--- src/rtl/alu_issue_ctrl_if.sv ---
// Command, response and ALU-port bundle for alu_issue_ctrl.
// slave  : the issue controller (consumes commands, produces responses, drives the ALU inputs)
// master : the surrounding decode / writeback / ALU environment
interface alu_issue_ctrl_if;
  // decode -> controller
  logic        cmd_valid;
  logic        cmd_ready;
  logic [2:0]  cmd_op;
  logic [15:0] cmd_a;
  logic [15:0] cmd_b;
  logic [3:0]  cmd_tag;

  // controller <-> combinational ALU
  logic [15:0] alu_x;
  logic [15:0] alu_y;
  logic [2:0]  alu_opcode;
  logic [15:0] alu_out;
  logic        alu_cout;
  logic        alu_v;
  logic        alu_lt;
  logic        alu_eq;
  logic        alu_gt;

  // controller -> writeback
  logic        rsp_valid;
  logic        rsp_ready;
  logic [15:0] rsp_data;
  logic [4:0]  rsp_flags;
  logic [3:0]  rsp_tag;
  logic        rsp_err;

  modport slave (
    input  cmd_valid, cmd_op, cmd_a, cmd_b, cmd_tag,
    input  alu_out, alu_cout, alu_v, alu_lt, alu_eq, alu_gt,
    input  rsp_ready,
    output cmd_ready, alu_x, alu_y, alu_opcode,
    output rsp_valid, rsp_data, rsp_flags, rsp_tag, rsp_err
  );

  modport master (
    output cmd_valid, cmd_op, cmd_a, cmd_b, cmd_tag,
    output alu_out, alu_cout, alu_v, alu_lt, alu_eq, alu_gt,
    output rsp_ready,
    input  cmd_ready, alu_x, alu_y, alu_opcode,
    input  rsp_valid, rsp_data, rsp_flags, rsp_tag, rsp_err
  );
endinterface

--- src/rtl/alu_issue_ctrl.sv ---
// Issue controller for the 16-bit combinational ALU.
// Buffers decode commands in a DEPTH-entry FIFO, drives the ALU from the FIFO
// head and captures result/flags into a valid/ready response register.
// Optional build macro: ALU_OVF_TRAP_EN (ADD/SUB overflow -> error response,
// sticky trap that blocks further commands until reset).
//
// state  | meaning
// -------+---------------------------------------------------
// IDLE   | FIFO empty, no response held
// RUN    | issuing commands or draining the response register
// STALL  | response held and blocked, FIFO head waiting
module alu_issue_ctrl #(
  parameter int DEPTH = 2
) (
  input logic             i_clk,
  input logic             i_rst_n,
  alu_issue_ctrl_if.slave bus
);
  localparam int PW = $clog2(DEPTH);
  localparam int CW = PW + 1;
  localparam logic [CW-1:0] FULL = CW'(DEPTH);

  localparam logic [2:0] OP_AND = 3'd0;
  localparam logic [2:0] OP_OR  = 3'd1;
  localparam logic [2:0] OP_ADD = 3'd2;
  localparam logic [2:0] OP_SUB = 3'd3;
  localparam logic [2:0] OP_SLT = 3'd4;

  localparam logic [2:0] AL_AND = 3'b000;
  localparam logic [2:0] AL_OR  = 3'b001;
  localparam logic [2:0] AL_ADD = 3'b010;
  localparam logic [2:0] AL_SUB = 3'b110;

  typedef enum logic [1:0] {S_IDLE, S_RUN, S_STALL} state_t;

  typedef struct packed {
    logic [2:0]  op;
    logic [15:0] a;
    logic [15:0] b;
    logic [3:0]  tag;
  } cmd_t;

  logic [1:0]    r_rst_sync;
  logic          w_rst_n;

  cmd_t          r_mem [DEPTH];
  logic [PW-1:0] r_wr_ptr;
  logic [PW-1:0] r_rd_ptr;
  logic [CW-1:0] r_count;
  logic [CW-1:0] w_count_nxt;

  state_t        r_state;
  logic          r_cmd_ready;
  logic          r_rsp_valid;
  logic [15:0]   r_rsp_data;
  logic [4:0]    r_rsp_flags;
  logic [3:0]    r_rsp_tag;
  logic          r_rsp_err;

  cmd_t          w_cmd_in;
  cmd_t          w_head;
  logic          w_head_valid;
  logic          w_legal;
  logic          w_push;
  logic          w_issue;
  logic          w_rsp_valid_nxt;
  logic          w_trap_nxt;

  logic [15:0]   w_alu_x;
  logic [15:0]   w_alu_y;
  logic [2:0]    w_alu_op;
  logic [15:0]   w_rsp_data;
  logic [4:0]    w_rsp_flags;
  logic          w_rsp_err;

  // Reset asserts asynchronously, releases on the second clock edge afterwards.
  always_ff @(posedge i_clk or negedge i_rst_n) begin
    if (!i_rst_n) r_rst_sync <= 2'b00;
    else          r_rst_sync <= {r_rst_sync[0], 1'b1};
  end
  assign w_rst_n = r_rst_sync[1];

  assign w_cmd_in     = {bus.cmd_op, bus.cmd_a, bus.cmd_b, bus.cmd_tag};
  assign w_head       = r_mem[r_rd_ptr];
  assign w_head_valid = (r_count != '0);
  assign w_legal      = (w_head.op <= OP_SLT);

  // cmd_ready is a register derived from the occupancy, so a full FIFO refuses
  // a write even when an issue frees a slot on the same edge.
  assign w_push  = bus.cmd_valid && r_cmd_ready;
  assign w_issue = w_head_valid && (!r_rsp_valid || bus.rsp_ready);
  assign w_count_nxt     = r_count + CW'(w_push) - CW'(w_issue);
  assign w_rsp_valid_nxt = w_issue || (r_rsp_valid && !bus.rsp_ready);

`ifdef ALU_OVF_TRAP_EN
  logic r_trap;
  logic w_ovf;

  assign w_ovf = w_legal && ((w_head.op == OP_ADD) || (w_head.op == OP_SUB)) && bus.alu_v;

  // Sticky overflow trap; only reset clears it.
  always_ff @(posedge i_clk or negedge w_rst_n) begin
    if (!w_rst_n)              r_trap <= 1'b0;
    else if (w_issue && w_ovf) r_trap <= 1'b1;
  end
  assign w_trap_nxt = r_trap || (w_issue && w_ovf);
`else
  assign w_trap_nxt = 1'b0;
`endif

  // Command storage; contents are only meaningful while counted as occupied.
  always_ff @(posedge i_clk) begin
    if (w_push) r_mem[r_wr_ptr] <= w_cmd_in;
  end

  // FIFO pointers and occupancy; pointers wrap naturally at DEPTH.
  always_ff @(posedge i_clk or negedge w_rst_n) begin
    if (!w_rst_n) begin
      r_wr_ptr <= '0;
      r_rd_ptr <= '0;
      r_count  <= '0;
    end else begin
      if (w_push)  r_wr_ptr <= r_wr_ptr + 1'b1;
      if (w_issue) r_rd_ptr <= r_rd_ptr + 1'b1;
      r_count <= w_count_nxt;
    end
  end

  // ALU operands and opcode straight from the FIFO head; all zero when empty.
  always_comb begin
    w_alu_x  = '0;
    w_alu_y  = '0;
    w_alu_op = AL_AND;
    if (w_head_valid) begin
      w_alu_x = w_head.a;
      w_alu_y = w_head.b;
      case (w_head.op)
        OP_AND:         w_alu_op = AL_AND;
        OP_OR:          w_alu_op = AL_OR;
        OP_ADD:         w_alu_op = AL_ADD;
        OP_SUB, OP_SLT: w_alu_op = AL_SUB;
        default:        w_alu_op = AL_AND;
      endcase
    end
  end

  // Response value for the head command: SLT reduces to the lt flag, illegal
  // ops ignore the ALU entirely.
  always_comb begin
    w_rsp_data  = bus.alu_out;
    w_rsp_flags = {bus.alu_v, bus.alu_cout, bus.alu_lt, bus.alu_eq, bus.alu_gt};
    w_rsp_err   = 1'b0;
    if (!w_legal) begin
      w_rsp_data  = '0;
      w_rsp_flags = '0;
      w_rsp_err   = 1'b1;
    end else if (w_head.op == OP_SLT) begin
      w_rsp_data = {15'b0, bus.alu_lt};
    end
`ifdef ALU_OVF_TRAP_EN
    if (w_ovf) begin
      w_rsp_data = '0;
      w_rsp_err  = 1'b1;
    end
`endif
  end

  // Sequencing FSM with the registered cmd_ready and response outputs.
  always_ff @(posedge i_clk or negedge w_rst_n) begin
    if (!w_rst_n) begin
      r_state     <= S_IDLE;
      r_cmd_ready <= 1'b1;
      r_rsp_valid <= 1'b0;
      r_rsp_data  <= '0;
      r_rsp_flags <= '0;
      r_rsp_tag   <= '0;
      r_rsp_err   <= 1'b0;
    end else begin
      r_cmd_ready <= (w_count_nxt != FULL) && !w_trap_nxt;

      if (w_issue) begin
        r_rsp_valid <= 1'b1;
        r_rsp_data  <= w_rsp_data;
        r_rsp_flags <= w_rsp_flags;
        r_rsp_tag   <= w_head.tag;
        r_rsp_err   <= w_rsp_err;
      end else if (bus.rsp_ready) begin
        r_rsp_valid <= 1'b0;
      end

      case (r_state)
        S_IDLE: begin
          if (w_push) r_state <= S_RUN;
        end
        S_RUN: begin
          if (r_rsp_valid && !bus.rsp_ready && w_head_valid)
            r_state <= S_STALL;
          else if ((w_count_nxt == '0) && !w_rsp_valid_nxt)
            r_state <= S_IDLE;
        end
        S_STALL: begin
          if (bus.rsp_ready) r_state <= S_RUN;
        end
        default: r_state <= S_IDLE;
      endcase
    end
  end

  assign bus.cmd_ready  = r_cmd_ready;
  assign bus.alu_x      = w_alu_x;
  assign bus.alu_y      = w_alu_y;
  assign bus.alu_opcode = w_alu_op;
  assign bus.rsp_valid  = r_rsp_valid;
  assign bus.rsp_data   = r_rsp_data;
  assign bus.rsp_flags  = r_rsp_flags;
  assign bus.rsp_tag    = r_rsp_tag;
  assign bus.rsp_err    = r_rsp_err;
endmodule

--- src/flat_wrapper.sv ---
// flat-port wrapper written by rule: the top's interface ports become plain ports
module alu_issue_ctrl_flat 
#(
  parameter int DEPTH = 2
)
  (i_clk, i_rst_n, bus_cmd_valid, bus_cmd_op, bus_cmd_a, bus_cmd_b, bus_cmd_tag, bus_alu_out, bus_alu_cout, bus_alu_v, bus_alu_lt, bus_alu_eq, bus_alu_gt, bus_rsp_ready, bus_cmd_ready, bus_alu_x, bus_alu_y, bus_alu_opcode, bus_rsp_valid, bus_rsp_data, bus_rsp_flags, bus_rsp_tag, bus_rsp_err);
  alu_issue_ctrl_if bus_i ();
  input logic i_clk;
  input logic i_rst_n;
  input wire logic [$bits(bus_i.cmd_valid)-1:0] bus_cmd_valid;
  input wire logic [$bits(bus_i.cmd_op)-1:0] bus_cmd_op;
  input wire logic [$bits(bus_i.cmd_a)-1:0] bus_cmd_a;
  input wire logic [$bits(bus_i.cmd_b)-1:0] bus_cmd_b;
  input wire logic [$bits(bus_i.cmd_tag)-1:0] bus_cmd_tag;
  input wire logic [$bits(bus_i.alu_out)-1:0] bus_alu_out;
  input wire logic [$bits(bus_i.alu_cout)-1:0] bus_alu_cout;
  input wire logic [$bits(bus_i.alu_v)-1:0] bus_alu_v;
  input wire logic [$bits(bus_i.alu_lt)-1:0] bus_alu_lt;
  input wire logic [$bits(bus_i.alu_eq)-1:0] bus_alu_eq;
  input wire logic [$bits(bus_i.alu_gt)-1:0] bus_alu_gt;
  input wire logic [$bits(bus_i.rsp_ready)-1:0] bus_rsp_ready;
  output wire logic [$bits(bus_i.cmd_ready)-1:0] bus_cmd_ready;
  output wire logic [$bits(bus_i.alu_x)-1:0] bus_alu_x;
  output wire logic [$bits(bus_i.alu_y)-1:0] bus_alu_y;
  output wire logic [$bits(bus_i.alu_opcode)-1:0] bus_alu_opcode;
  output wire logic [$bits(bus_i.rsp_valid)-1:0] bus_rsp_valid;
  output wire logic [$bits(bus_i.rsp_data)-1:0] bus_rsp_data;
  output wire logic [$bits(bus_i.rsp_flags)-1:0] bus_rsp_flags;
  output wire logic [$bits(bus_i.rsp_tag)-1:0] bus_rsp_tag;
  output wire logic [$bits(bus_i.rsp_err)-1:0] bus_rsp_err;
  assign bus_i.cmd_valid = bus_cmd_valid;
  assign bus_i.cmd_op = bus_cmd_op;
  assign bus_i.cmd_a = bus_cmd_a;
  assign bus_i.cmd_b = bus_cmd_b;
  assign bus_i.cmd_tag = bus_cmd_tag;
  assign bus_i.alu_out = bus_alu_out;
  assign bus_i.alu_cout = bus_alu_cout;
  assign bus_i.alu_v = bus_alu_v;
  assign bus_i.alu_lt = bus_alu_lt;
  assign bus_i.alu_eq = bus_alu_eq;
  assign bus_i.alu_gt = bus_alu_gt;
  assign bus_i.rsp_ready = bus_rsp_ready;
  assign bus_cmd_ready = bus_i.cmd_ready;
  assign bus_alu_x = bus_i.alu_x;
  assign bus_alu_y = bus_i.alu_y;
  assign bus_alu_opcode = bus_i.alu_opcode;
  assign bus_rsp_valid = bus_i.rsp_valid;
  assign bus_rsp_data = bus_i.rsp_data;
  assign bus_rsp_flags = bus_i.rsp_flags;
  assign bus_rsp_tag = bus_i.rsp_tag;
  assign bus_rsp_err = bus_i.rsp_err;
  alu_issue_ctrl #(.DEPTH(DEPTH)) u_core (.i_clk(i_clk), .i_rst_n(i_rst_n), .bus(bus_i));
endmodule
--- config.mk ---
export PLATFORM = sky130hd
export DESIGN_NAME = alu_issue_ctrl_flat
export DESIGN_NICKNAME = d
export VERILOG_FILES = /design/src/rtl/alu_issue_ctrl_if.sv /design/src/rtl/alu_issue_ctrl.sv /design/src/flat_wrapper.sv
export SDC_FILE = /design/constraint.sdc
export NUM_CORES = 1
export LEC_CHECK = 0
export CAP_MARGIN = 20
export CORE_MARGIN = 2
export CORE_UTILIZATION = 44
export CTS_BUF_LIST = sky130_fd_sc_hd__clkbuf_4
export CTS_CLUSTER_SIZE = 8
export DETAILED_ROUTE_END_ITERATION = 6
export PLACE_DENSITY = 0.72
export SETUP_SLACK_MARGIN = 0.05
export SYNTH_ARGS = -nofsm -noshare
export SYNTH_HDL_FRONTEND = slang
export SYNTH_SLANG_ARGS = --single-unit
--- constraint.sdc ---
create_clock -name i_clk -period 4.3 [get_ports i_clk]
set_input_delay 0.645 -clock i_clk [delete_from_list [all_inputs] [get_ports i_clk]]
set_output_delay 0.645 -clock i_clk [all_outputs]
set_load 0.03 [all_outputs]
After elaboration in Yosys (flattened, before gate mapping) --
Memories as Yosys holds them, arrays and structs flattened. Index checks and enable logic that the tools add are counted.
Cells by class: $add $sub $neg 4, multiply operators 0, divide/modulo/power cells 0, $lt $le $gt $ge 1, equal/unequal tests 5, shift-type cells 0, muxes and demuxes 12, bitwise logic cells 0, reduce and logical (&&, ||, !) cells 7
Operators with widths (number):
- $mux 16 | 4
- $pmux 3 s3 | 1
- $eq 3x2->1 const B | 2
- $mux 1 | 5
- $mux 5 | 1
- $reduce_bool 2->1 | 2
- $eq 3x1->1 const B | 1
- $eq 3x3->1 const B | 1
- $le 3x3->1 const B | 1
- $mux 3 | 1
- $add 1x1->1 const B | 2
- $add 2x1->2 | 1
- $logic_and 1x1->1 | 2
- $ne 2x2->1 const B | 1
- $reduce_or 2->1 | 1
- $sub 2x1->2 | 1
- $logic_not 1->1 | 1
- $logic_or 1x1->1 | 1
Word-level totals: bits in registers 34, latch bits 0, RAM bits 78, ROM bits 0, bits of input ports 64, output and inout port bits 63, logic and storage cells 40, memories 1
Memories:
- u_core.r_mem | depth 2, width 39, read ports 1, clocked after memory_dff 0, write ports 1, RTL line alu_issue_ctrl.sv:46 | cmd_t r_mem [DEPTH];

Logic depth before layout (Yosys ltp) --
Gate-level depths: netlist of run 1.
depth in word-level cells 5, depth in mapped cells 10, gate-level depth less buffers 9

Least setup slack after synthesis of run 1 --
Ideal clock, no wire load.
path kind flip-flop to flip-flop, start point register u_core.r_cmd_ready, in the netlist u_core.bus.cmd_ready, end point memory u_core.r_mem[0][0] in the netlist's numbering, enable pin, data arrival time 2395 ps, data required time 3865 ps, path slack 1469 ps, cell stages (with the launch flop) 3, period minus slack after synthesis 2831 ps, cell sequence dfstp_2 > nand2_1 > nor2_1
Between the ends: cells in the longest elaborated chain, start to end 3
RTL lines:
- from (decl) | RTL line alu_issue_ctrl.sv:53 | logic r_cmd_ready;
- from (signal assigned) | RTL line alu_issue_ctrl.sv:179 | r_cmd_ready <= (w_count_nxt != FULL) && !w_trap_nxt;
- $logic_and 1x1->1 | RTL line alu_issue_ctrl.sv:90 | assign w_push = bus.cmd_valid && r_cmd_ready;
- $mux 1 | RTL line alu_issue_ctrl.sv:113 | if (w_push) r_mem[r_wr_ptr] <= w_cmd_in;
- $mux 1 (not written as such) | RTL line alu_issue_ctrl.sv:113
- to (decl) | RTL line alu_issue_ctrl.sv:46
Every way passes these cells.

Final worst setup path of run 1 --
start point register u_core.r_rd_ptr, end point output bus_alu_opcode[1]
Between the ends: cells in the longest elaborated chain, start to end 5
RTL lines:
- from (decl) | RTL line alu_issue_ctrl.sv:48 | logic [PW-1:0] r_rd_ptr;
- from (signal assigned) | RTL line alu_issue_ctrl.sv:124 | if (w_issue) r_rd_ptr <= r_rd_ptr + 1'b1;
- $mem_v2 2x39 *
- $eq 3x2->1 / $eq 3x3->1 (equally long branches) | RTL line alu_issue_ctrl.sv:137 | case (w_head.op)
- $reduce_or 2->1 | RTL line alu_issue_ctrl.sv:137
- $pmux 3 s3 * | RTL line alu_issue_ctrl.sv:137
- $mux 3 * | RTL line alu_issue_ctrl.sv:134 | if (w_head_valid) begin
- to (decl) | RTL line flat_wrapper.sv:25 | output wire logic [$bits(bus_i.alu_opcode)-1:0] bus_alu_opcode;
Mark *: on every way between the ends. The rest lies on a longest branch, timed or not.

==> run summary, run 1 <==
STATUS
---------------------------------------------------------------------------
Status                                                         complete, no violations

FLOORPLANNING
---------------------------------------------------------------------------
Standard cell core area                                           9330 um^2
Vertical extent of the die                                           103 um
Die area                                                         10500 um^2
Overall die width                                                    103 um
Rows                                                                     35
I/O pin count                                                           127
Starting density of the core                                          0.458

PLACEMENT
---------------------------------------------------------------------------
Number of buffer cells added on primary ports                           126
Post-Place Worst Slack                                              1.47 ns
Total placed instance area                                        5670 um^2
Routability congestion estimate                                       0.791
Detail Placement HPWL                                               5.61 mm

GLOBAL ROUTE
---------------------------------------------------------------------------
Maximum number of pins on one net before global-route repair             42
Antenna violations before repair                                          0
Number of global-route vias before repair                              2734
Wire length of the first global-routing pass                        13.3 mm
Final global-route overflow total                                         0
Aggregate global-route resource usage                                 0.168

CRITICAL PATH
---------------------------------------------------------------------------
Worst EP required                                                   3.65 ns
Type of the worst setup path                                   flip-flop to output port
CP max FO                                                                 7
Arrival time at the worst endpoint                                  2.52 ns
CP max stage delay                                                  0.72 ns
Total buffers and inverters traversed by the critical path                1
Critical Path, Cell by Cell                                    mux2i_1, a21oi_2, a211oi_1, clkdlybuf4s50_1
Type of element capturing the critical path                     output port
Cell with the biggest individual delay on the critical path    sky130_fd_sc_hd__clkdlybuf4s50_1
Crit-path leading delay family                                 buffers and inverters
Setup crit start kind                                             flip-flop

CLOCK TREE
---------------------------------------------------------------------------
Clock buffer count from CTS                                               9
Buffer count from post-CTS setup fixing                                   0
Cts repair resizes                                                        0
CTS tree                                                               done
Clock transition at the registers of the reported paths             0.16 ns
Maximum level of the CTS H-tree                                           3
Cell at the root of the clock tree                             sky130_fd_sc_hd__clkbuf_4
Buffer levels on the longest clock path                                   2
Clk sink count                                                          112
Cts hold-fix bufs                                                         0
Latest clock arrival within the worst-skew pair                     0.45 ns

POWER AND IR DROP
---------------------------------------------------------------------------
Combinational power share                                             0.501
Power Internal                                                      2.62 mW
Sw Share                                                              0.402
Total net switching power                                           1.76 mW
Clock network fraction of total power                                 0.132
Max IR drop VDD                                                      457 uV
P_leak                                                              2.23 nW
Sequential cell fraction of total power                               0.367
Total power of the final layout                                     4.38 mW
Power density cells                                             752 nW/um^2

ROUTE
---------------------------------------------------------------------------
Total length of routed wires                                        8.46 mm
First DRT Iteration DRCs                                                109
Average routed wire per standard cell                               16.1 um
Via-to-Cell Ratio                                                      4.97
Remaining routing DRC violations                                          0
Number of routed nets with antenna violations                             0
Via Count                                                              2607
First-pass DRT Iterations                                                 7

TIMING
---------------------------------------------------------------------------
Setup Total Neg Slack                                                  0 ns
Endpoints failing setup                                                   0
Final Hold Viols                                                          0
Max Transition Viols Final                                                0
Clock period minus worst slack                                      3.16 ns
Slew Limit Headroom                                                   0.339
Worst setup slack after layout                                      1.14 ns
Worst Max-Slew Pin Slew                                            0.989 ns
F_max                                                             0.316 GHz
Skew final                                                        0.0170 ns
Period utilization                                                    0.735
Setup repair after global routing missed its margin                   false

FINISH
---------------------------------------------------------------------------
Post-layout net count                                                   457
Sequential cell area                                              3200 um^2
Combined area of the multi-input logic cells                       997 um^2
Filler Cells Inserted                                                   729
Layout cells sized above 1                                           0.0732
Area grow syn2layout                                                  36.4%
Ant diodes                                                                0
Final non-filler cell area                                        5830 um^2

SYNTH
---------------------------------------------------------------------------
Number of nets produced by synthesis                                    331
Area fraction of the dominant cell type after synthesis               0.548
Seq/Total Area, Yosys                                                 0.747
Flops & latches, synth                                                  112
Main synth FF type                                             sky130_fd_sc_hd__edfxtp_1
Number of distinct library cells after synthesis                         34
Post-synthesis async set-or-reset flop share                          0.304
Post-synth EDFFs                                                         78
Cells taking the most area after synthesis                     sky130_fd_sc_hd__edfxtp_1 (55%), sky130_fd_sc_hd__dfrtp_1 (19%), sky130_fd_sc_hd__mux2i_1 (8.9%)
Netlist Area Pre-Place                                            4280 um^2
Number of instances in the synthesized netlist                          265
Dominant cell type by area after synthesis                     sky130_fd_sc_hd__edfxtp_1
Top cells by instance count after synthesis                    sky130_fd_sc_hd__edfxtp_1 (78), sky130_fd_sc_hd__mux2i_1 (38), sky130_fd_sc_hd__nor2_1 (34)
Most used standard cell by instance count after synthesis      sky130_fd_sc_hd__edfxtp_1
Warnings from Yosys                                                       0
Post-synthesis area per instance                                  16.1 um^2

JOB
---------------------------------------------------------------------------
Max-capacitance violation count                                           0

HOLD PATH
---------------------------------------------------------------------------
Worst min-delay path category                                  flip-flop to asynchronous set/reset pin

==> sequential cells by signal, summed over array words and instances (netlist names), 2 cells and up <==
name / flops
u_core.r_mem: 78
u_core.bus.rsp_flags: 5
u_core.bus.rsp_tag: 4
u_core.bus.rsp_data: 16
u_core.r_count: 2
u_core.r_rst_sync: 2
==> cell type report <==
class	instances	area share
Multi-Input combinational cell	135	0.171
Timing Repair Buffer	129	0.222
Inverter	4	0.00258
Sequential cell	112	0.548
Tap cell	129	0.0277
Clock buffer	10	0.0129
Clock inverter	6	0.0155
==> logic make-up (layout without fill, tap and decap cells) <==
family / Yosys count / count (layout) / share of synthesized area
DFF: 112 / 112 / 0.747
and+or+nand+nor: 54 / 54 / 0.0582
muxes: 41 / 41 / 0.0983
AOI/OAI and AO/OA: 33 / 33 / 0.0579
buffers and inverters: 18 / 149 / 0.0234
xor gates and xnor gates: 4 / 4 / 0.00819
adders and majority gates: 2 / 2 / 0.00585
other: 1 / 1 / 0.000877
==> power by group through the flow <==
stage / Sequential [mW] / Combinational, mW / Clock, mW
final: 1.61 / 2.20 / 0.579
after global placement: 1.63 / 2.19 / 0
after global routing: 1.64 / 2.36 / 0.641
after detailed placement: 1.64 / 2.22 / 0
after CTS: 1.61 / 2.23 / 0.595
after floorplan: 1.85 / 1.15 / 0
==> per-layer routing <==
| layer | track usage | vias up | routed length (um) |
|---|---|---|---|
| met1 | 0.215 | 1254 | 3700 |
| li1 | - | 1230 | - |
| met4 | 0.0667 | 0 | 92 |
| met2 | 0.268 | 116 | 3910 |
| met3 | 0.0536 | 7 | 757 |
| met5 | 0 | - | 0 |
==> cell usage in the layout, fill, tap and decap left out, drive strengths merged, types with 4 or more instances in the layout <==
master and count:
xnor2 4, dfrtp 33, o21ai 8, nand3 6
clkbuf 10, nor2 34, a22o 15, mux2i 39
clkdlybuf4s50 126, edfxtp 78, inv 6, o2bb2ai 5
nand2 5
==> per-stage QoR <==
| stage | instances | hold WS (ns) | utilization |
|---|---|---|---|
| 3_3_place_gp | 508 | 0.267 | 0.605 |
| 3_5_place_dp | 509 | 0.270 | 0.607 |
| 2_1_floorplan | 265 | 0.331 | - |
| 6_report | 525 | 0.261 | 0.625 |
| 4_1_cts | 525 | 0.276 | 0.625 |
| 5_1_grt | 525 | 0.274 | 0.625 |
==> worst register-to-register path, delay by kind of cell, from the launching register on <==
family	cells	cell delay, ns
buffers and inverters	2	0.18
XOR/XNOR	2	0.34
flip-flops	1	0.45
AND/OR/NAND/NOR	3	0.76
adder cells (fa/ha/maj)	2	0.47
==> final timing paths <==
check	startpoint	to	slack, ns	depth (start not counted)
max	u_core.r_rd_ptr$_DFFE_PN0P_	bus_alu_opcode[1]	1.14	4
min	u_core.r_rst_sync[1]$_DFF_PN0_	u_core.bus.rsp_data[12]$_DFFE_PN0P_	0.26	1
max reg2reg	u_core.r_count[0]$_DFF_PN0_	u_core.bus.cmd_ready$_DFF_PN1_	2.07	9
min reg2reg	u_core.r_rst_sync[1]$_DFF_PN0_	u_core.bus.rsp_data[12]$_DFFE_PN0P_	0.26	1
max in group asynchronous	u_core.r_rst_sync[1]$_DFF_PN0_	u_core.bus.cmd_ready$_DFF_PN1_	3.70	1
min in group i_clk	u_core.r_rst_sync[0]$_DFF_PN0_	u_core.r_rst_sync[1]$_DFF_PN0_	0.38	0
Power figures use the tool's default switching activity.
==> run 2, diff against run 1 <==
Clock period 4.3 ns to 3.19 ns, I/O delays scaled along.
==> run summary, run 2 (synthesized netlist as in run 1, its figures left out) <==
STATUS
-------------------------------------------------------------------------------------
Status                                                                   complete, no violations

TIMING
-------------------------------------------------------------------------------------
Clock period minus worst slack                                                2.98 ns
F_max                                                                       0.336 GHz
Max Transition Viols Final                                                          0
Skew final                                                                  0.0182 ns
Endpoints failing setup                                                             0
Worst Max-Slew Pin Slew                                                      0.567 ns
Setup repair after global routing missed its margin                             false
Slew Limit Headroom                                                             0.620
Setup Total Neg Slack                                                            0 ns
Final Hold Viols                                                                    0
Period utilization                                                              0.934

FLOORPLANNING
-------------------------------------------------------------------------------------
Die area                                                                   10500 um^2
Overall die width                                                              103 um
Standard cell core area                                                     9330 um^2
Rows                                                                               35
Starting density of the core                                                    0.458
I/O pin count                                                                     127
Vertical extent of the die                                                     103 um

CRITICAL PATH
-------------------------------------------------------------------------------------
Setup crit start kind                                                       flip-flop
Startpoint of the most critical register-to-register path                u_core.r_count[1]$_DFF_PN0_
CP max FO                                                                           6
CP max stage delay                                                            0.70 ns
Worst EP required                                                             2.71 ns
Arrival time at the worst endpoint                                            2.50 ns
Cell with the biggest individual delay on the critical path              sky130_fd_sc_hd__clkdlybuf4s50_1
Critical Path, Cell by Cell                                              mux2_4, or3_1, a21oi_1, clkdlybuf4s50_1
Type of the worst setup path                                             flip-flop to output port
FF-to-FF End                                                             u_core.bus.cmd_ready$_DFF_PN1_
Cell depth of the worst flop-to-flop path                                           9
Register-to-Register Setup Slack                                              0.90 ns
Type of element capturing the critical path                               output port

ROUTE
-------------------------------------------------------------------------------------
Total length of routed wires                                                  8.29 mm
First-pass DRT Iterations                                                           4
First DRT Iteration DRCs                                                           95
Remaining routing DRC violations                                                    0
Via-to-Cell Ratio                                                                4.93
Average routed wire per standard cell                                         15.6 um
Via Count                                                                        2615
Number of routed nets with antenna violations                                       0

POWER AND IR DROP
-------------------------------------------------------------------------------------
Power Internal                                                                3.41 mW
P_leak                                                                        2.24 nW
Clock network fraction of total power                                           0.105
Sequential cell fraction of total power                                         0.375
Total net switching power                                                     2.38 mW
Power density cells                                                       990 nW/um^2
Combinational power share                                                       0.519
Sw Share                                                                        0.411
Max IR drop VDD                                                                681 uV

FINISH
-------------------------------------------------------------------------------------
Commonest cells after routing, fill and taps aside                       sky130_fd_sc_hd__clkdlybuf4s50_1 (126), sky130_fd_sc_hd__edfxtp_1 (78), sky130_fd_sc_hd__mux2i_1 (38), sky130_fd_sc_hd__nor2_1 (32), sky130_fd_sc_hd__dfrtp_1 (32)
Post-layout net count                                                             462
Final non-filler cell area                                                  5840 um^2
Non-filler cells, final                                                           530
Most frequent standard cell in the layout excluding fill and tap cells   sky130_fd_sc_hd__clkdlybuf4s50_1
Layout cells sized above 1                                                     0.0823
Core occupancy in the finished layout                                           0.626
Largest register FFs                                                               78
Area grow syn2layout                                                            36.6%
Ant diodes                                                                          0
Most flop-heavy register                                                 u_core.r_mem

GLOBAL ROUTE
-------------------------------------------------------------------------------------
Antenna violations before repair                                                    0
Wire length of the first global-routing pass                                  13.1 mm
Final global-route overflow total                                                   0
Number of global-route vias before repair                                        2660
Aggregate global-route resource usage                                           0.164
Maximum number of pins on one net before global-route repair                       40

CLOCK TREE
-------------------------------------------------------------------------------------
Buffer count from post-CTS setup fixing                                             0
Clock buffer count from CTS                                                         9
Buffer levels on the longest clock path                                             2
Clock transition at the registers of the reported paths                       0.16 ns
Cts hold-fix bufs                                                                   0
CTS tree                                                                         done
Latest clock arrival within the worst-skew pair                               0.44 ns
Cts repair resizes                                                                  0
Maximum level of the CTS H-tree                                                     3
Cell at the root of the clock tree                                       sky130_fd_sc_hd__clkbuf_4
Clk sink count                                                                    112

PLACEMENT
-------------------------------------------------------------------------------------
Number of buffer cells added on primary ports                                     126
Cell Count Post-Placement                                                         513
Routability congestion estimate                                                 0.784
Detail Placement HPWL                                                         5.64 mm
Total placed instance area                                                  5700 um^2

JOB
-------------------------------------------------------------------------------------
Max-capacitance violation count                                                     0

HOLD PATH
-------------------------------------------------------------------------------------
Worst min-delay path category                                            flip-flop to asynchronous set/reset pin

## run 2: final cells by class
type                    count  area [um^2]
well taps                 129          161
multi-input cells         135          997
inverters                   4         15.0
flip-flops and latches    112         3200
repair buffers            134         1350
clock inverters             6         42.5
fillers                   708         3490
clock buffers              10         75.1
## run 2: stage by stage
| stage | worst slack, ns | hold WS [ns] | total power [mW] |
|---|---|---|---|
| 2_1_floorplan | 0.359 | 0.183 | 4.05 |
| 3_3_place_gp | 0.605 | 0.337 | 5.19 |
| 3_5_place_dp | 0.517 | 0.341 | 5.23 |
| 4_1_cts | 0.179 | 0.147 | 5.85 |
| 5_1_grt | 0.0944 | 0.121 | 6.12 |
| 6_report | 0.210 | 0.105 | 5.78 |
## run 2: critical path: cells and delay by family (launching register included)
kind	cells	cell delay, ns
AOI/OAI and AO/OA	1	0.17
buffers and inverters	1	0.70
DFF	1	0.49
muxes	1	0.35
and+or+nand+nor	1	0.37
## run 2: how the worst max path moves through the flow
stage / startpoint / endpoint / slack (ns) / cells past startpoint
6_report: u_core.r_rd_ptr$_DFFE_PN0P_ / bus_alu_opcode[2] / 0.21 / 4
3_3_place_gp: bus_rsp_ready / u_core.bus.cmd_ready$_DFF_PN1_ / 0.60 / 10
3_5_place_dp: bus_rsp_ready / u_core.bus.cmd_ready$_DFF_PN1_ / 0.52 / 10
2_1_floorplan: u_core.bus.cmd_ready$_DFF_PN1_ / u_core.r_mem[0][0]$_DFFE_PP_ / 0.36 / 2
4_1_cts: u_core.r_rd_ptr$_DFFE_PN0P_ / bus_alu_opcode[2] / 0.18 / 4
5_1_grt: u_core.r_rd_ptr$_DFFE_PN0P_ / bus_alu_opcode[2] / 0.09 / 4
## run 2: power by group through the flow
stage | Combinational, mW | Clock [mW] | Sequential [mW]
after floorplan | 1.56 | 0 | 2.49
after global placement | 3.00 | 0 | 2.20
after detailed placement | 3.01 | 0 | 2.21
after CTS | 3.04 | 0.631 | 2.18
after global routing | 3.21 | 0.701 | 2.21
final | 3.00 | 0.609 | 2.17
## run 2: per-layer routing
layer,global-route usage,vias to the layer above,share of wire
met3,0.0529,7,0.086
met5,0,-,0
li1,-,1241,-
met2,0.262,105,0.45
met1,0.219,1262,0.46
met4,0.0431,0,0.0078
==> run 3, diff against run 2 <==
==> constraint.sdc (replaced) <==
create_clock -name i_clk -period 3.19 [get_ports i_clk]
set_input_delay 0.638 -clock i_clk [delete_from_list [all_inputs] [get_ports i_clk]]
set_output_delay 0.638 -clock i_clk [all_outputs]
set_load 0.03 [all_outputs]
==> run summary, run 3 (synthesized netlist as in run 1, its figures left out) <==
TIMING
-------------------------------------------------------------------------------------
F_max                                                                       0.335 GHz
Slew Limit Headroom                                                             0.406
Max Transition Viols Final                                                          0
Setup repair after global routing missed its margin                             false
Final Hold Viols                                                                    0
Clock period minus worst slack                                                2.98 ns
Worst Max-Slew Pin Slew                                                      0.892 ns
Period utilization                                                              0.935
Skew final                                                                  0.0214 ns
Endpoints failing setup                                                             0
Setup Total Neg Slack                                                            0 ns

CRITICAL PATH
-------------------------------------------------------------------------------------
Critical path origin                                                     u_core.r_rd_ptr$_DFFE_PN0P_
Type of element capturing the critical path                               output port
FF-to-FF End                                                             u_core.bus.cmd_ready$_DFF_PN1_
Register-to-Register Setup Slack                                              1.21 ns
Worst EP required                                                             2.55 ns
Cell depth of the worst flop-to-flop path                                           9
Setup crit start kind                                                       flip-flop
CP max FO                                                                          37
Arrival time at the worst endpoint                                            2.34 ns
Capture point of the critical path                                       bus_alu_x[2]
Startpoint of the most critical register-to-register path                u_core.r_count[0]$_DFF_PN0_
Type of the worst setup path                                             flip-flop to output port

ROUTE
-------------------------------------------------------------------------------------
Total length of routed wires                                                  8.56 mm
Via-to-Cell Ratio                                                                4.95
Number of routed nets with antenna violations                                       0
Remaining routing DRC violations                                                    0
Via Count                                                                        2613
First-pass DRT Iterations                                                           4
Average routed wire per standard cell                                         16.2 um
First DRT Iteration DRCs                                                           89

FINISH
-------------------------------------------------------------------------------------
Most flop-heavy register                                                 u_core.r_mem
Largest register FFs                                                               78
Commonest cells after routing, fill and taps aside                       sky130_fd_sc_hd__clkdlybuf4s50_1 (124), sky130_fd_sc_hd__edfxtp_1 (78), sky130_fd_sc_hd__mux2i_1 (37), sky130_fd_sc_hd__nor2_1 (32), sky130_fd_sc_hd__dfrtp_1 (32)
Layout cells sized above 1                                                     0.0827
Area grow syn2layout                                                            36.0%
Most frequent standard cell in the layout excluding fill and tap cells   sky130_fd_sc_hd__clkdlybuf4s50_1
Non-filler cells, final                                                           528
Ant diodes                                                                          0
Post-layout net count                                                             461

CLOCK TREE
-------------------------------------------------------------------------------------
Clk sink count                                                                    112
Latest clock arrival within the worst-skew pair                               0.43 ns
Cell at the root of the clock tree                                       sky130_fd_sc_hd__clkbuf_4
CTS tree                                                                         done
Clock buffer count from CTS                                                         9
Cts hold-fix bufs                                                                   0
Maximum level of the CTS H-tree                                                     3
Buffer levels on the longest clock path                                             2
Clock transition at the registers of the reported paths                       0.15 ns
Buffer count from post-CTS setup fixing                                             0

GLOBAL ROUTE
-------------------------------------------------------------------------------------
Number of global-route vias before repair                                        2709
Antenna violations before repair                                                    0
Aggregate global-route resource usage                                           0.169
Maximum number of pins on one net before global-route repair                       40
Final global-route overflow total                                                   0
Wire length of the first global-routing pass                                  13.5 mm

FLOORPLANNING
-------------------------------------------------------------------------------------
Standard cell core area                                                     9330 um^2
Starting density of the core                                                    0.458
I/O pin count                                                                     127
Rows                                                                               35
Vertical extent of the die                                                     103 um
Overall die width                                                              103 um
Die area                                                                   10500 um^2

PLACEMENT
-------------------------------------------------------------------------------------
Number of buffer cells added on primary ports                                     126
Detail Placement HPWL                                                         5.86 mm
Cell Count Post-Placement                                                         513
Routability congestion estimate                                                 0.769

JOB
-------------------------------------------------------------------------------------
Max-capacitance violation count                                                     0

HOLD PATH
-------------------------------------------------------------------------------------
Worst min-delay path category                                            input pin to asynchronous set/reset pin

POWER AND IR DROP
-------------------------------------------------------------------------------------
Power density cells                                                       990 nW/um^2
Max IR drop VDD                                                                559 uV
P_leak                                                                        2.23 nW

STATUS
-------------------------------------------------------------------------------------
Status                                                                   complete, no violations

==> run 3: final cells by class <==
type / instances / area [um^2]
Clock buffer: 10 / 75.1
Clock inverter: 5 / 35.0
Fill cell: 731 / 3510
Inverter: 4 / 15.0
Multi-Input combinational cell: 135 / 1000
Sequential cell: 112 / 3200
Tap cell: 129 / 161
Timing Repair Buffer: 133 / 1330
==> run 3: per-layer routing <==
| metal | up-vias | global-route usage | wire length (um) |
|---|---|---|---|
| li1 | 1241 | - | - |
| met1 | 1252 | 0.223 | 3720 |
| met2 | 111 | 0.282 | 4110 |
| met3 | 9 | 0.0414 | 643 |
| met4 | 0 | 0.0492 | 84 |
| met5 | - | 0 | 0 |
==> run 3: how the worst min path moves through the flow <==
stage / from / end / slack [ns] / cells past startpoint
2_1_floorplan: u_core.r_rst_sync[0]$_DFF_PN0_ / u_core.r_rst_sync[1]$_DFF_PN0_ / 0.33 / 0
3_3_place_gp: u_core.r_rst_sync[0]$_DFF_PN0_ / u_core.r_rst_sync[1]$_DFF_PN0_ / 0.34 / 0
3_5_place_dp: u_core.r_rst_sync[0]$_DFF_PN0_ / u_core.r_rst_sync[1]$_DFF_PN0_ / 0.34 / 0
4_1_cts: i_rst_n / u_core.r_rst_sync[1]$_DFF_PN0_ / 0.32 / 1
5_1_grt: i_rst_n / u_core.r_rst_sync[1]$_DFF_PN0_ / 0.31 / 1
6_report: i_rst_n / u_core.r_rst_sync[1]$_DFF_PN0_ / 0.34 / 1
==> run 3: where the power goes <==
group	leakage (nW)	internal, mW	switching (mW)
sequential	1.15	2.00	0.176
clock	0.0521	0.164	0.421
combinational	1.03	1.23	1.76
total	2.23	3.39	2.36
==> run 3: through the flow <==
| step | hold slack [ns] | setup WS [ns] | util | power, mW | instance area, um^2 |
|---|---|---|---|---|---|
| 6_report | 0.338 | 0.208 | 0.623 | 5.75 | 5810 |
| 5_1_grt | 0.313 | 0.0614 | 0.623 | 6.08 | 5810 |
| 4_1_cts | 0.315 | 0.0639 | 0.623 | 5.82 | 5810 |
| 3_5_place_dp | 0.340 | 0.527 | 0.611 | 5.23 | 5700 |
| 3_3_place_gp | 0.338 | 0.536 | 0.611 | 5.20 | 5700 |
| 2_1_floorplan | 0.331 | 0.359 | - | 4.05 | 4280 |
==> run 3: worst max-delay path, cell delays in order (launching register included) <==
cell,delay (ns)
sky130_fd_sc_hd__dfrtp_2,0.48
sky130_fd_sc_hd__buf_6,0.42
sky130_fd_sc_hd__mux2i_1,0.17
sky130_fd_sc_hd__nor2_1,0.14
sky130_fd_sc_hd__clkdlybuf4s50_1,0.69
==> run 3: what timing repair did <==
| action | CTS | global route |
|---|---|---|
| setup endpoints to repair | 10 | 1 |
| pin swaps | 0 | 0 |
| resized for setup | 2 | 2 |
